File: config.mk
export PLATFORM = sky130hd
export DESIGN_NAME = temp_sampler_flat
export DESIGN_NICKNAME = d
export VERILOG_FILES = /design/src/rtl/temp_sampler_if.sv /design/src/rtl/temp_sampler.sv /design/src/flat_wrapper.sv
export SDC_FILE = /design/constraint.sdc
export NUM_CORES = 1
export LEC_CHECK = 0
export CAP_MARGIN = 10
export CORE_ASPECT_RATIO = 2
export CORE_MARGIN = 2
export CORE_UTILIZATION = 58
export DETAILED_ROUTE_END_ITERATION = 10
export GPL_TIMING_DRIVEN = 0
export PLACE_DENSITY = 0.79
export SLEW_MARGIN = 20
export SYNTH_ARGS = -nofsm -noshare
export SYNTH_HDL_FRONTEND = slang
export SYNTH_SLANG_ARGS = --single-unit
File: constraint.sdc
create_clock -name clk -period 3.8 [get_ports clk]
set_input_delay 0.95 -clock clk [delete_from_list [all_inputs] [get_ports clk]]
set_output_delay 0.95 -clock clk [all_outputs]
set_load 0.01 [all_outputs]
File: src/rtl/temp_sampler_if.sv
// Sample bus from temp_sampler to the monitor / BCD display path.
interface temp_sampler_if;
    logic       sample_sign;
    logic [5:0] sample_temp;
    logic [3:0] sample_frac;
    logic       sample_valid;
    logic       sample_changed;

    // Producer side: temp_sampler drives the latched sample.
    modport master (
        output sample_sign,
        output sample_temp,
        output sample_frac,
        output sample_valid,
        output sample_changed
    );

    // Consumer side: monitor / display path reads the latched sample.
    modport slave (
        input sample_sign,
        input sample_temp,
        input sample_frac,
        input sample_valid,
        input sample_changed
    );
endinterface

File: src/rtl/temp_sampler.sv
// Synchronizes and debounces the sign key and temperature switches, toggles
// the sign mode on each accepted press, clamps the fractional digit to 0-9,
// and latches a coherent {sign, temp, frac} sample on each tick.
module temp_sampler #(
    parameter int unsigned DEBOUNCE_CYCLES = 500000,
    parameter int unsigned CNT_W           = 20
) (
    input  logic              clk,
    input  logic              rst,
    input  logic              tick,
    input  logic              key_n,
    input  logic [9:0]        sw,
    output logic              sign_live,
    temp_sampler_if.master    smp
);

    localparam int unsigned SW_W = 10;
    localparam logic [CNT_W-1:0] CNT_LAST = CNT_W'(DEBOUNCE_CYCLES - 1);
    localparam logic [3:0] FRAC_MAX = 4'd9;

    logic              key_meta;
    logic              key_sync;
    logic              key_db;
    logic [CNT_W-1:0]  key_cnt;
    logic              key_accept_c;

    logic [SW_W-1:0]   sw_meta;
    logic [SW_W-1:0]   sw_sync;
    logic [SW_W-1:0]   sw_cand;
    logic [SW_W-1:0]   sw_stable;
    logic [CNT_W-1:0]  sw_cnt;

    logic [3:0]        frac_c;
    logic              changed_c;

    logic              sample_sign_q;
    logic [5:0]        sample_temp_q;
    logic [3:0]        sample_frac_q;
    logic              sample_valid_q;
    logic              sample_changed_q;

    // Two-flop synchronizers; key idles released (1), switches idle at 0.
    always_ff @(posedge clk or posedge rst) begin
        if (rst) begin
            key_meta <= 1'b1;
            key_sync <= 1'b1;
            sw_meta  <= '0;
            sw_sync  <= '0;
        end else begin
            key_meta <= key_n;
            key_sync <= key_meta;
            sw_meta  <= sw;
            sw_sync  <= sw_meta;
        end
    end

    // Key is accepted once it has disagreed with the debounced value long enough.
    assign key_accept_c = (key_sync != key_db) && (key_cnt == CNT_LAST);

    // Key debounce counter and debounced key; press (1->0) toggles sign mode.
    always_ff @(posedge clk or posedge rst) begin
        if (rst) begin
            key_db    <= 1'b1;
            key_cnt   <= '0;
            sign_live <= 1'b0;
        end else if (key_sync == key_db) begin
            key_cnt <= '0;
        end else if (key_accept_c) begin
            key_db  <= key_sync;
            key_cnt <= '0;
            if (!key_sync) begin
                sign_live <= ~sign_live;
            end
        end else begin
            key_cnt <= key_cnt + CNT_W'(1);
        end
    end

    // Whole-vector switch debounce: any movement restarts the hold window.
    always_ff @(posedge clk or posedge rst) begin
        if (rst) begin
            sw_cand   <= '0;
            sw_stable <= '0;
            sw_cnt    <= '0;
        end else if (sw_sync != sw_cand) begin
            sw_cand <= sw_sync;
            sw_cnt  <= '0;
        end else if (sw_cand != sw_stable) begin
            if (sw_cnt == CNT_LAST) begin
                sw_stable <= sw_cand;
                sw_cnt    <= '0;
            end else begin
                sw_cnt <= sw_cnt + CNT_W'(1);
            end
        end else begin
            sw_cnt <= '0;
        end
    end

    // Clamp the fractional digit and detect a change against the held sample.
    always_comb begin
        frac_c    = FRAC_MAX;
        changed_c = 1'b0;
        if (sw_stable[3:0] <= FRAC_MAX) begin
            frac_c = sw_stable[3:0];
        end
        changed_c = (sign_live      != sample_sign_q) ||
                    (sw_stable[9:4] != sample_temp_q) ||
                    (frac_c         != sample_frac_q);
    end

    // Sample latch on tick; valid pulses the cycle after each tick.
    always_ff @(posedge clk or posedge rst) begin
        if (rst) begin
            sample_sign_q    <= 1'b0;
            sample_temp_q    <= '0;
            sample_frac_q    <= '0;
            sample_valid_q   <= 1'b0;
            sample_changed_q <= 1'b0;
        end else begin
            sample_valid_q <= tick;
            if (tick) begin
                sample_sign_q    <= sign_live;
                sample_temp_q    <= sw_stable[9:4];
                sample_frac_q    <= frac_c;
                sample_changed_q <= changed_c;
            end
        end
    end

    assign smp.sample_sign    = sample_sign_q;
    assign smp.sample_temp    = sample_temp_q;
    assign smp.sample_frac    = sample_frac_q;
    assign smp.sample_valid   = sample_valid_q;
    assign smp.sample_changed = sample_changed_q;

endmodule

File: src/flat_wrapper.sv
// flat-port wrapper written by rule: the top's interface ports become plain ports
module temp_sampler_flat 
#(
    parameter int unsigned DEBOUNCE_CYCLES = 500000,
    parameter int unsigned CNT_W           = 20
)
  (clk, rst, tick, key_n, sw, sign_live, smp_sample_sign, smp_sample_temp, smp_sample_frac, smp_sample_valid, smp_sample_changed);
  temp_sampler_if smp_i ();
  input  logic clk;
  input  logic rst;
  input  logic tick;
  input  logic key_n;
  input  logic [9:0] sw;
  output logic sign_live;
  output wire logic [$bits(smp_i.sample_sign)-1:0] smp_sample_sign;
  output wire logic [$bits(smp_i.sample_temp)-1:0] smp_sample_temp;
  output wire logic [$bits(smp_i.sample_frac)-1:0] smp_sample_frac;
  output wire logic [$bits(smp_i.sample_valid)-1:0] smp_sample_valid;
  output wire logic [$bits(smp_i.sample_changed)-1:0] smp_sample_changed;
  assign smp_sample_sign = smp_i.sample_sign;
  assign smp_sample_temp = smp_i.sample_temp;
  assign smp_sample_frac = smp_i.sample_frac;
  assign smp_sample_valid = smp_i.sample_valid;
  assign smp_sample_changed = smp_i.sample_changed;
  temp_sampler #(.DEBOUNCE_CYCLES(DEBOUNCE_CYCLES), .CNT_W(CNT_W)) u_core (.clk(clk), .rst(rst), .tick(tick), .key_n(key_n), .sw(sw), .sign_live(sign_live), .smp(smp_i));
endmodule
* Word level (Yosys, flattened, before mapping)
Index checks and enable logic that the tools add are counted.
Word-level totals: register bits 97, bits of input ports 14, output and inout port bits 14
Operators by class: add/sub/neg operators 2, order comparisons 1, equality and inequality tests 9, muxes and demuxes 6, bitwise logic cells 4, reduce and logical (&&, ||, !) cells 6
Operators by type and width (number):
- 20-bit 2-to-1 mux | 5
- 20-bit by 1-bit adder with 20-bit output, second input constant | 2
- 20-bit by 19-bit equality test with 1-bit output, second input constant | 2
- 10-bit != test | 2
- 6-bit != test | 1
- 3-bit AND reduction | 2
- 4-bit <= comparator, second input constant | 1
- 4-bit 2-to-1 mux | 1
- 4-bit != test | 1
- 1-bit inverter | 4
- 1-bit logical OR | 2
- 1-bit != test | 2
- 2-bit AND reduction | 1
- 1-bit equality test | 1
- 1-bit logical AND | 1

* Depth between registers and ports, before layout
depth after elaboration 4, mapped depth 8, mapped depth without buffers 7

* Least setup slack after synthesis
OpenSTA, ideal clock, no wires.
kind input -> register, start point input tick, end point register u_core.sample_temp_q[0] (netlist: u_core.smp.sample_temp[0]), setup time 125 ps, data arrival time 1823 ps, path slack 1852 ps, cell stages on the path 3, path through clkbuf_1 clkbuf_1 mux2_2
RTL lines:
- start, declared | RTL line flat_wrapper.sv:11 | input logic tick;
- end signal, assigned | RTL line temp_sampler.sv:124 | sample_temp_q <= sw_stable[9:4];
- end, declared | RTL line temp_sampler.sv:37 | logic [5:0] sample_temp_q;
No word-level cell between the ends.

* Worst setup path after layout
start point register u_core.key_sync, end point register u_core.key_cnt[12]
Between the ends: cells in the longest elaborated chain, start to end 4
Ends and longest elaborated chain:
- start, declared | RTL line temp_sampler.sv:22 | logic key_sync;
- start signal, assigned | RTL line temp_sampler.sv:51 | key_sync <= key_meta;
- 1-bit != test | RTL line temp_sampler.sv:58 | assign key_accept_c = (key_sync != key_db) && (key_cnt == CNT_LAST);
- 1-bit logical AND | RTL line temp_sampler.sv:58
- 20-bit 2-to-1 mux | RTL line temp_sampler.sv:68 | end else if (key_accept_c) begin
- 20-bit 2-to-1 mux (*) | RTL line temp_sampler.sv:66 | end else if (key_sync == key_db) begin
- end signal, assigned | RTL line temp_sampler.sv:75 | key_cnt <= key_cnt + CNT_W'(1);
- end, declared | RTL line temp_sampler.sv:24 | logic [CNT_W-1:0] key_cnt;
Mark *: on every way between the ends. The rest lies on a longest branch, timed or not. A chain may end at the register's enable or synchronous reset.

==> metrics.cfg <==
[placed_design]
postPlaceCellArea_um2=4630
placedCellCount=480
pre_cts_slack_ns=1.13
portBuffers=27
globalplace.congestion=0.858
dp_hpwl_mm=4.94

[detailed_routing]
via_count=2663
drt_wl_total_mm=7.01
drt_iter0_markers=151
viasPerCell=5.38
post_drt_wl_per_cell_um=14.2
drc=0
antenna_left=0
dr.pass1.iters=4

[worst_setup_path]
reg2reg_depth=8
crit_end=u_core.key_cnt[12]
ff2ff_setup_slack_ns=1.48
crit_path_start_kind=flop
worstPathMaxFanout=10
cp_data_arrival_time_ns=2.54
startpoint=u_core.key_sync
crit_slowest_cell=dfstp_2
critPathKind=reg2reg
crit_family=simple AND/OR/NAND/NOR gates
path_cells=inv_1 -> ha_1 -> nor4_1 -> nand3_1 -> nor3_1 -> or2_2 -> buf_2 -> nor2_1
cp.depth=8
reg2reg_from=u_core.key_sync
r2r_end=u_core.key_cnt[12]
crit_path_max_incr_delay_ns=0.53
worstPathRequired_ns=4.02
critPathBufInv=2
end_kind=flop

[finish]
diodes=0
post-route-util_pct=68.5
nets=416
drive_gt1_share_pct=13.4
stdcell_count=495
syn2layout_area_growth_pct=16.3
stdcell_area_um2=4900

[pwr]
p_int_uw=1540
p_switching_uw=428
p_leak_uw=0.00214
vdd_drop_max_mv=0.402
p_comb_share_pct=4.1
powerDensity_nw_per_um2=401
p_sw_share_pct=21.8
clockPowerShare_pct=41.3
p_seq_share_pct=54.5

[clock_network]
post_cts_buffers=0
cts-buffers-inserted=9
ctsResizeCount=0
root_buffer=clkbuf_16
path_clk_slew_ns=0.07
cts_tree=built
htree_levels=3
clk_latency_ns=0.34
holdBufCountCts=0
cts_sinks=97
clock_path_buffers=2

[grt]
track_usage_pct=19.8
grt_max_degree=52
grt.overflow.total=0
antenna_found_initial=0
grt_pass1_wl_mm=12.4
grt_pass1_vias=2834

[sta]
hold_viol_final=0
slew_viol_final=0
slew_headroom_pct=60.6
min_period_ns=2.32
max_freq_ghz=0.432
rsz0062_at_grt=false
tightestPinTransition_ns=0.590
fin_ws_ns=1.48
fin_skew_ns=0.00723
setup_viol=0
timing.final.crit_share_pct=61.0
fin_setup_tns_ns=0

[die]
fp.dieW_um=64.3
coreArea_um2=7160
io_pins=28
rows=44
die_h_um=125
initial_core_util_pct=58.9
dieArea_um2=8010

[synthesis]
ys_seq_area_share_pct=57.7
yosys-top-cells-area=dfrtp_1 (56%), xnor2_1 (7.7%), xor2_1 (6.0%), nor2_1 (4.7%), mux2_4 (3.6%)
netlist.area_leader.share_pct=55.8
synth.cell_area_um2=4220
syn-mean-instance-area_um2=11.7
async_flop_share_pct=100
syn_nets=377
synth_cells=360
synth_edf_count=0
synth-seq-cells=97
ys.flop_type=dfrtp_1
synth_top_area_cell=dfrtp_1
synth_top_cells_by_count=dfrtp_1 (94), nor2_1 (53), xnor2_1 (37), xor2_1 (29), nand2_1 (20)
synth_cell_types=39
synthMostInstantiatedCell=dfrtp_1
yosysWarnings=0

[worst_hold_path]
hp-class=reg2reg

[status]
run_status=finished clean

[run]
cap_violations=0

-- logic make-up after synthesis --
group | after synthesis | share of synthesized area, %
simple gates | 138 | 17.4
buf+inv | 28 | 3.00
compound gates | 8 | 1.13
flops | 97 | 57.7
fa+ha+maj | 3 | 0.890
xor+xnor | 66 | 13.7
mux | 20 | 6.23
-- sequential cells by signal, indices dropped and copies added (netlist names), 4 cells and up --
| name | flops |
|---|---|
| u_core.key_cnt | 20 |
| u_core.sw_cnt | 20 |
| u_core.sw_cand | 10 |
| u_core.sw_meta | 10 |
| u_core.sw_stable | 10 |
| u_core.sw_sync | 10 |
| u_core.smp.sample_temp | 6 |
| u_core.smp.sample_frac | 4 |
-- worst register-to-register path: cells and delay by family (launching register included) --
family | cells | cell delay, ns
AND/OR/NAND/NOR | 5 | 1.12
buffers and inverters | 2 | 0.26
adder cells (fa/ha/maj) | 1 | 0.29
flip-flops | 1 | 0.53
-- cell type report --
type / instances / area, um^2
Timing Repair Buffer: 28 / 298
Clock inverter: 5 / 41.3
Inverter: 10 / 40.0
Clock buffer: 10 / 229
Buffer: 18 / 88.8
Multi-Input combinational cell: 235 / 1660
Sequential cell: 97 / 2430
Fill cell: 518 / 2250
Tap cell: 92 / 115
-- metrics by stage --
stage               hold slack (ns)  power, uW
floorplan                     0.331       1140
global placement              0.333       1170
detailed placement            0.335       1180
CTS                           0.350       1990
global route                  0.354       2050
finish                        0.348       1970
-- cell usage in the layout (no fill, tap or decap), types with 4 or more instances in the layout --
cell              n
clkbuf_16         9
xnor2_1          37
nand4_1          13
nor2_1           53
dfrtp_1          94
nor3_1            8
and3_1            4
clkbuf_1         13
mux2_4           10
nor4_1            4
xor2_1           29
nand3_1          17
clkdlybuf4s50_1  27
inv_1             9
mux2_2            9
nand2_1          20
-- metal layers --
metal / share of wire [%] / global-route usage [%]
met1: 42 / 25.0
met2: 53 / 32.2
met3: 2.7 / 3.61
met4: 2.5 / 10.3
met5: 0 / 0
-- power groups by stage --
stage          clock network [uW]  registers, uW  logic [uW]
2_1_floorplan                   0           1090        48.0
3_3_place_gp                    0           1090        76.2
3_5_place_dp                    0           1090        83.7
4_1_cts                       834           1070        84.1
5_1_grt                       880           1070        93.3
6_report                      813           1070        81.3
-- how the worst min path moves through the flow --
stage | end | depth (start not counted) | from | slack (ns)
2_1_floorplan | u_core.sw_sync[0] | 0 | u_core.sw_meta[0] | 0.33
3_3_place_gp | u_core.sw_sync[4] | 0 | u_core.sw_meta[4] | 0.33
3_5_place_dp | u_core.sw_sync[0] | 0 | u_core.sw_meta[0] | 0.33
4_1_cts | u_core.sw_sync[0] | 0 | u_core.sw_meta[0] | 0.35
5_1_grt | u_core.key_sync | 0 | u_core.key_meta | 0.35
6_report | u_core.sw_sync[7] | 0 | u_core.sw_meta[7] | 0.35
(Power assumes the default switching activity.)
